**config.mk**
```make
export PLATFORM = sky130hd
export DESIGN_NAME = sign_code_fifo
export DESIGN_NICKNAME = d
export VERILOG_FILES = /design/src/rtl/sign_code_fifo.sv
export SDC_FILE = /design/constraint.sdc
export NUM_CORES = 1
export LEC_CHECK = 0
export ABC_AREA = 1
export BUFFER_PORTS_ARGS = -buffer_cell sky130_fd_sc_hd__buf_4
export CORE_UTILIZATION = 55
export CTS_BUF_LIST = sky130_fd_sc_hd__clkbuf_16
export DETAILED_ROUTE_END_ITERATION = 10
export GPL_TIMING_DRIVEN = 0
export PLACE_DENSITY = 0.74
export SETUP_SLACK_MARGIN = 0.15
export SYNTH_ARGS = -nofsm -noshare
export SYNTH_HDL_FRONTEND = slang
export SYNTH_SLANG_ARGS = --single-unit
```
**constraint.sdc**
```tcl
create_clock -name CLK -period 3.29 [get_ports CLK]
set_input_delay 0.658 -clock CLK [delete_from_list [all_inputs] [get_ports CLK]]
set_output_delay 0.658 -clock CLK [all_outputs]
set_load 0.03 [all_outputs]
```
**src/rtl/sign_code_fifo.sv**
```systemverilog
// sign_code_fifo
// Takes matched gesture codes from the matcher stage and queues them for the
// text/display stage.
//   Stage 1 registers the hit strobe and code, dropping idle codes.
//   Stage 2 discards repeats of the last accepted code inside a hold window,
//   then pushes the code into a first-word-fall-through FIFO.
// Ports:
//   CLK        clock, all logic on the rising edge
//   RST        synchronous active-low reset
//   CLR        active-low hit strobe; DATA is valid when CLR==0
//   DATA       6-bit code from the matcher
//   OUT_READY  consumer takes OUT_DATA this cycle
//   CLR_OVF    clears OVF and DROP_CNT; a drop in the same cycle wins
//   OUT_DATA   head of FIFO, IDLE_CODE when empty
//   OUT_VALID  FIFO non-empty
//   LEVEL      occupancy, 0..DEPTH
//   OVF        sticky flag: a code was lost to a full FIFO
//   DROP_CNT   saturating count of codes lost to a full FIFO
module sign_code_fifo #(
    parameter int          DEPTH       = 8,
    parameter int          REPEAT_HOLD = 16,
    parameter logic [5:0]  IDLE_CODE   = 6'd63
) (
    input  logic                     CLK,
    input  logic                     RST,
    input  logic                     CLR,
    input  logic [5:0]               DATA,
    input  logic                     OUT_READY,
    input  logic                     CLR_OVF,
    output logic [5:0]               OUT_DATA,
    output logic                     OUT_VALID,
    output logic [$clog2(DEPTH):0]   LEVEL,
    output logic                     OVF,
    output logic [7:0]               DROP_CNT
);

    localparam int PW = $clog2(DEPTH);
    localparam int LW = PW + 1;
    localparam int HW = (REPEAT_HOLD < 1) ? 1 : $clog2(REPEAT_HOLD + 1);
    localparam logic [LW-1:0] FULL_L = LW'(DEPTH);
    localparam logic [HW-1:0] HOLD_L = HW'(REPEAT_HOLD);

    // capture stage
    logic          cap_vld_q, cap_vld_d;
    logic [5:0]    cap_code_q;

    // repeat filter
    logic [5:0]    last_q, last_d;
    logic [HW-1:0] hold_q, hold_d;

    // FIFO
    logic [5:0]    mem_q [DEPTH];
    logic [PW-1:0] rd_q, rd_d, wr_q, wr_d;
    logic [LW-1:0] level_q, level_d;

    // overflow bookkeeping
    logic          ovf_q, ovf_d;
    logic [7:0]    drop_q, drop_d;

    logic dup, cand, pop, push, drop;

    always_comb begin
        cap_vld_d = !CLR && (DATA != IDLE_CODE);

        // hold_q != 0 only while a window is open; REPEAT_HOLD==0 never opens one
        dup  = cap_vld_q && (cap_code_q == last_q) && (hold_q != '0);
        cand = cap_vld_q && !dup;
        pop  = (level_q != '0) && OUT_READY;
        // a pop frees the slot this same edge, so a full FIFO can still accept
        push = cand && ((level_q < FULL_L) || pop);
        drop = cand && !push;

        last_d  = last_q;
        hold_d  = hold_q;
        if (push) begin
            last_d = cap_code_q;
            hold_d = HOLD_L;
        end else if (hold_q != '0) begin
            hold_d = hold_q - 1'b1;
        end

        rd_d    = pop  ? rd_q + 1'b1 : rd_q;
        wr_d    = push ? wr_q + 1'b1 : wr_q;
        level_d = level_q;
        if (push && !pop)      level_d = level_q + 1'b1;
        else if (pop && !push) level_d = level_q - 1'b1;

        ovf_d  = ovf_q;
        drop_d = drop_q;
        if (drop) begin
            ovf_d  = 1'b1;
            drop_d = CLR_OVF ? 8'd1 : ((drop_q == 8'hFF) ? drop_q : drop_q + 8'd1);
        end else if (CLR_OVF) begin
            ovf_d  = 1'b0;
            drop_d = 8'd0;
        end
    end

    always_ff @(posedge CLK) begin
        if (!RST) begin
            cap_vld_q  <= 1'b0;
            cap_code_q <= IDLE_CODE;
            last_q     <= IDLE_CODE;
            hold_q     <= '0;
            rd_q       <= '0;
            wr_q       <= '0;
            level_q    <= '0;
            ovf_q      <= 1'b0;
            drop_q     <= 8'd0;
        end else begin
            cap_vld_q  <= cap_vld_d;
            cap_code_q <= DATA;
            last_q     <= last_d;
            hold_q     <= hold_d;
            rd_q       <= rd_d;
            wr_q       <= wr_d;
            level_q    <= level_d;
            ovf_q      <= ovf_d;
            drop_q     <= drop_d;
        end
    end

    // storage needs no reset: it is only read where level_q marks it occupied
    always_ff @(posedge CLK) begin
        if (RST && push) mem_q[wr_q] <= cap_code_q;
    end

    assign OUT_VALID = (level_q != '0);
    assign OUT_DATA  = OUT_VALID ? mem_q[rd_q] : IDLE_CODE;
    assign LEVEL     = level_q;
    assign OVF       = ovf_q;
    assign DROP_CNT  = drop_q;

endmodule
```
Yosys cells after proc, flatten, opt, wreduce, memory -nomap -nowiden. Memories as Yosys holds them, arrays and structs flattened. A register that Yosys moved wholly into a read port is not among the register bits. Cells that the tools add are included.

Bits in registers: 37. Bits in latches: 0. RAM bits: 48. ROM bits: 0. Bits of input ports: 11. Output and inout bits: 20. Logic and storage cells: 60. Memories: 1.

Add/sub/neg operators: 6. Multipliers: 0. Div/mod/pow operators: 0. Order comparisons: 1. Eq/ne operators: 4. Shift operators: 0. Muxes and demuxes: 15. Bitwise logic cells: 1. Reduce and logical (&&, ||, !) cells: 22.

Memories: mem_q (words 8, width 6, read ports 1, clocked after Yosys merged registers in 1, wr ports 1, line 52) `logic [5:0] mem_q [DEPTH];`.

Operator list (number): 8-bit 2-to-1 mux (4); 1-bit logical AND (10); 5-bit 2-to-1 mux (2); 8-bit by 1-bit adder with 8-bit output (second input constant) (1); 8-bit == test (second input constant) (1); 4-bit 2-to-1 mux (2); 3-bit by 1-bit adder with 3-bit output (second input constant) (2); 6-bit == test (1); 3-bit 2-to-1 mux (2); 6-bit 2-to-1 mux (1); 6-bit inequality test (second input constant) (1); 2-bit nonzero test (3); 5-bit nonzero test (1); 5-bit by 1-bit subtractor with 5-bit output (second input constant) (1); 4-bit by 1-bit adder with 4-bit output (second input constant) (1); 1-bit logical NOT (4); 4-bit < comparator (second input constant) (1); 1-bit 2-to-1 mux (4); 4-bit nonzero test (1); 4-bit by 1-bit subtractor with 4-bit output (second input constant) (1); 2-bit inequality test (second input constant) (1); 2-bit AND reduction (1); 2-bit OR reduction (1); 1-bit logical OR (1); 1-bit NOT (1).

Depth between registers and ports, before layout.
Depth in word-level cells: 10. Mapped depth: 20. Depth with buffers taken out: 20.

Worst setup path before layout. OpenSTA, ideal clock, no wires.

Kind: reg2reg. From: reg level_q[1], in the netlist LEVEL[1]. To: reg level_q[3], in the netlist LEVEL[3]. Library setup time: 0.123 ns. Arrival: 2.440 ns. Required time: 3.167 ns. Setup slack: 0.727 ns. Stages on the path, launching flop included: 20. Buffers on the path: 0. Period minus slack after synthesis: 2.563 ns. Path through: dfxtp_1 nor2_4 nand3_4 nand2_4 inv_4 nor2_8 inv_4 nand2_8 inv_1 ha_1 inv_1 ha_1 nand2_1 nand2_1 a21oi_1 nor2_1 nor2_1 nand2_1 o21ai_0 a21oi_1.

Longest elaborated chain between the ends: 7. Elaborated cells on any way between the ends: 14. Classes of those cells: 2 x add/sub; 1 x order compare; 2 x mux; 9 x reduce/logical.

Ends and longest elaborated chain: start: declaration (line 54) `logic [LW-1:0] level_q, level_d;`; start signal: assignment (line 117) `level_q <= level_d;`; 4-bit nonzero test *; via OUT_VALID (line 31) `output logic OUT_VALID,`; 1-bit logical AND * (line 68) `pop = (level_q != '0) && OUT_READY;`; 1-bit logical OR * (line 70) `push = cand && ((level_q < FULL_L) || pop);`; 1-bit logical AND * (line 70); via push (line 60) `logic dup, cand, pop, push, drop;`; 1-bit logical NOT (line 86) `else if (pop && !push) level_d = level_q - 1'b1;`; 1-bit logical AND (line 86); 2-bit nonzero test (no source line).

The timed path passes the listed nets; every way through them passes the cells marked *. The select of a mux whose other input is x is not followed. A chain may end at the register's enable or synchronous reset.

Worst setup path after layout.
From: reg cap_code_q[5]. To: reg level_q[3], in the netlist LEVEL[3].

Longest elaborated chain between the ends: 9. Elaborated cells on any way between the ends: 11. Classes of those cells: 1 x eq/ne; 1 x mux; 9 x reduce/logical.

Ends and longest elaborated chain: start: declaration (line 45) `logic [5:0] cap_code_q;`; start signal: assignment (line 102) `cap_code_q <= IDLE_CODE;`; start signal: assignment (line 112) `cap_code_q <= DATA;`; 6-bit == test * (line 66) `dup = cap_vld_q && (cap_code_q == last_q) && (hold_q != '0);`; 1-bit logical AND * (2 in a row) (line 66); 1-bit logical NOT * (line 67) `cand = cap_vld_q && !dup;`; 1-bit logical AND * (line 67); 1-bit logical AND * (line 70); via push (line 60); 1-bit logical NOT (line 86); 1-bit logical AND (line 86); 2-bit nonzero test (no source line).

The timed path passes the listed nets; every way through them passes the cells marked *.

==> results.json <==
{
  "synth.area.top_cells": "edfxtp_1 37%, dfxtp_1 20%, nand2_1 7.4%, a21oi_1 6.0%, inv_1 3.5%",
  "critPathMaxFanout": 10,
  "crit_required_ns": 3.51,
  "finalHoldViolCount": 0,
  "post-route-util_pct": 66.8,
  "areaGrowthSynthToFinish_pct": 16.7,
  "grt_pass1_vias": 2768,
  "grt_pass1_wl_um": 12900,
  "fin_nets": 458,
  "dr.first_iter.drc_count": 170,
  "crit_chain": "inv_1, nand2_1, nand2_1, nor2_1, nand2_1, nor2_4, nor2_8, nand2_8, inv_1, ha_1, inv_1, ha_1, nand2_1, nand2_1, a21oi_1, nor2_1, nor2_1, nand2_1, o21ai_0, a21oi_1",
  "synth_nets": 417,
  "ctsResizeCount": 0,
  "grt_max_degree": 17,
  "arrival_ns": 3.05,
  "rows": 30,
  "synth_top_family_by_area": "simple AND/OR/NAND/NOR gates",
  "synth_top_area_share_pct": 36.6,
  "fin_skew_ns": 0.00790,
  "setup_tns_ns": 0,
  "cts_buffers": 9,
  "die_area_um2": 7490,
  "die_w_um": 86.6,
  "ys_ff_latch": 88,
  "peakVddDrop_mv": 0.394,
  "clock_path_buffers": 2,
  "p_per_area_nw_per_um2": 773,
  "cpMostUsedCell": "nand2_1",
  "yosys_warnings": 0,
  "synth.largest_area_cell": "edfxtp_1",
  "path_class": "flip-flop to flip-flop",
  "ant_nets": 0,
  "multi_input_area_um2": 1470,
  "finalCritPeriodShare_pct": 85.8,
  "synth_cell_types": 36,
  "dpl.cell_count": 523,
  "gp_congestion": 0.836,
  "final-seq-area_um2": 2240,
  "insertion_delay_ns": 0.34,
  "p_leak_uw": 0.00188,
  "setup_ws_ns": 0.466,
  "cts-hold-fix-buffers": 0,
  "grt_use_total_pct": 23.5,
  "drt_pre_antenna_iters": 4,
  "routedWlPerCell_um": 14.8,
  "syn_area_um2": 3930,
  "grt_antenna_before_repair": 0,
  "route.vias.total": 2889,
  "final_cells": 539,
  "diodes": 0,
  "slowest_stage": "dfxtp_1",
  "post-cts-setup-buffers": 0,
  "core_um2": 6870,
  "hold_class": "flip-flop to flip-flop",
  "htreeDepth": 3,
  "max_freq_mhz": 354,
  "maxCapViolCount": 0,
  "tightest_slew_ns": 0.585,
  "synth_fa_ha_area_share_pct": 3.05,
  "drc": 0,
  "synth.avg_cell_area_um2": 9.91,
  "syn_inst": 397,
  "cts.sinks": 88,
  "synth_simple_gate_area_share_pct": 21.7,
  "place_ws_ns": 0.453,
  "fillers": 576,
  "viasPerCell": 5.36,
  "cts_tree": "built",
  "slew_headroom_pct": 60.9,
  "clk_pin_slew_ns": 0.06,
  "synth-compound-area-share_pct": 11.0,
  "wl_um": 7960,
  "status": "completed",
  "cts-root-buf": "clkbuf_16",
  "die_y_um": 86.6,
  "synth-xor-area-share_pct": 1.56,
  "hpwl_um": 5490,
  "final_layout_size_suffix_gt1_share_pct": 19.9,
  "drv_slew": 0,
  "hold_ws_ns": 0.461,
  "startpoint_type": "flip-flop",
  "initial_core_util_pct": 57.3,
  "cp_slowest_stage_delay_ns": 0.57,
  "synth.yosys.seq_area_share_pct": 57.0,
  "overflow": 0,
  "min_period_ns": 2.82,
  "grt_setup_unrepaired": "no",
  "setup_violations": 0,
  "cp-end-kind": "flip-flop",
  "ios": 31,
  "io_buffers": 30,
  "synthMuxAreaShare_pct": 0
}
[layout by cell type (no fill, tap or decap), types with 5 or more instances in the layout]
cell type / count
a221o_1: 12
inv_2: 5
nand2_1: 78
edfxtp_1: 48
ha_1: 8
clkbuf_16: 11
nor3_1: 6
nor2_1: 28
nor2_2: 6
dfxtp_1: 40
inv_1: 38
or2_2: 5
nand3_1: 24
a21oi_1: 47
o21ai_0: 7
buf_4: 30
xnor2_1: 5
[flip-flops by register name, summed over array words and instances, names as in the netlist, named ones only]
| register | count |
|---|---|
| OVF | 1 |
| last_q | 6 |
| rd_q | 3 |
| cap_code_q | 6 |
| cap_vld_q | 1 |
| DROP_CNT | 8 |
| hold_q | 5 |
| LEVEL | 4 |
| mem_q | 48 |
| wr_q | 3 |
[through the flow]
| step | area (µm²) | power [µW] |
|---|---|---|
| after floorplan | 3930 | 2210 |
| after global placement | 4280 | 2510 |
| after detailed placement | 4280 | 2540 |
| after CTS | 4590 | 3570 |
| after global routing | 4590 | 3730 |
| final | 4590 | 3550 |
[critical path: cells and delay by family (launching register included)]
family          cells  cell delay, ns
compound gates      3            0.40
fa+ha+maj           2            0.46
buf+inv             3            0.33
flops               1            0.57
simple gates       12            0.95
[cell type report]
class                      instances  area share [%]
clock inverter                     5           0.790
buffer                            10            1.09
sequential                        88            48.8
tap                               96            2.62
clock buffer                      11            6.00
inverter                          45            3.79
timing repair buffer              30            4.91
multi-input combinational        254            32.0
[synthesized netlist by cell type (all sizes together)]
master,instances
buf,6
fa,1
xnor2,5
a221o,12
nand4,5
or2,5
a21oi,49
o21ai,9
ha,8
edfxtp,48
nor2,39
nand3,28
inv,44
dfxtp,40
o21bai,1
nor3,8
nand2,82
clkinv,1
clkbuf,4
xor2,2
[worst paths after layout]
check           startpoint        to  slack (ns)  cells after the start
min reg2reg        rd_q[2]   rd_q[2]        0.46                      2
max reg2reg  cap_code_q[5]  LEVEL[3]        0.47                     20
max          cap_code_q[5]  LEVEL[3]        0.47                     20
min                rd_q[2]   rd_q[2]        0.46                      2
[power by group]
group	leakage, µW	internal, µW	switching [µW]
clock	0.000150	607	431
combinational	0.000979	428	755
sequential	0.000752	1240	85.0
[kinds of logic (layout without fill, tap and decap cells)]
group                      count (synthesis)  count (layout)
and+or+nand+nor                          167             167
DFF                                       88              88
AOI/OAI and AO/OA                         71              71
buffers and inverters                     55             101
adders and majority gates                  9               9
xor gates and xnor gates                   7               7
[per-layer routing]
metal	wire length, µm	GRT usage [%]
met1	3420	29.0
met2	3980	40.5
met3	409	4.86
met4	149	9.70
met5	0	0
Power figures use the tool's default switching activity.
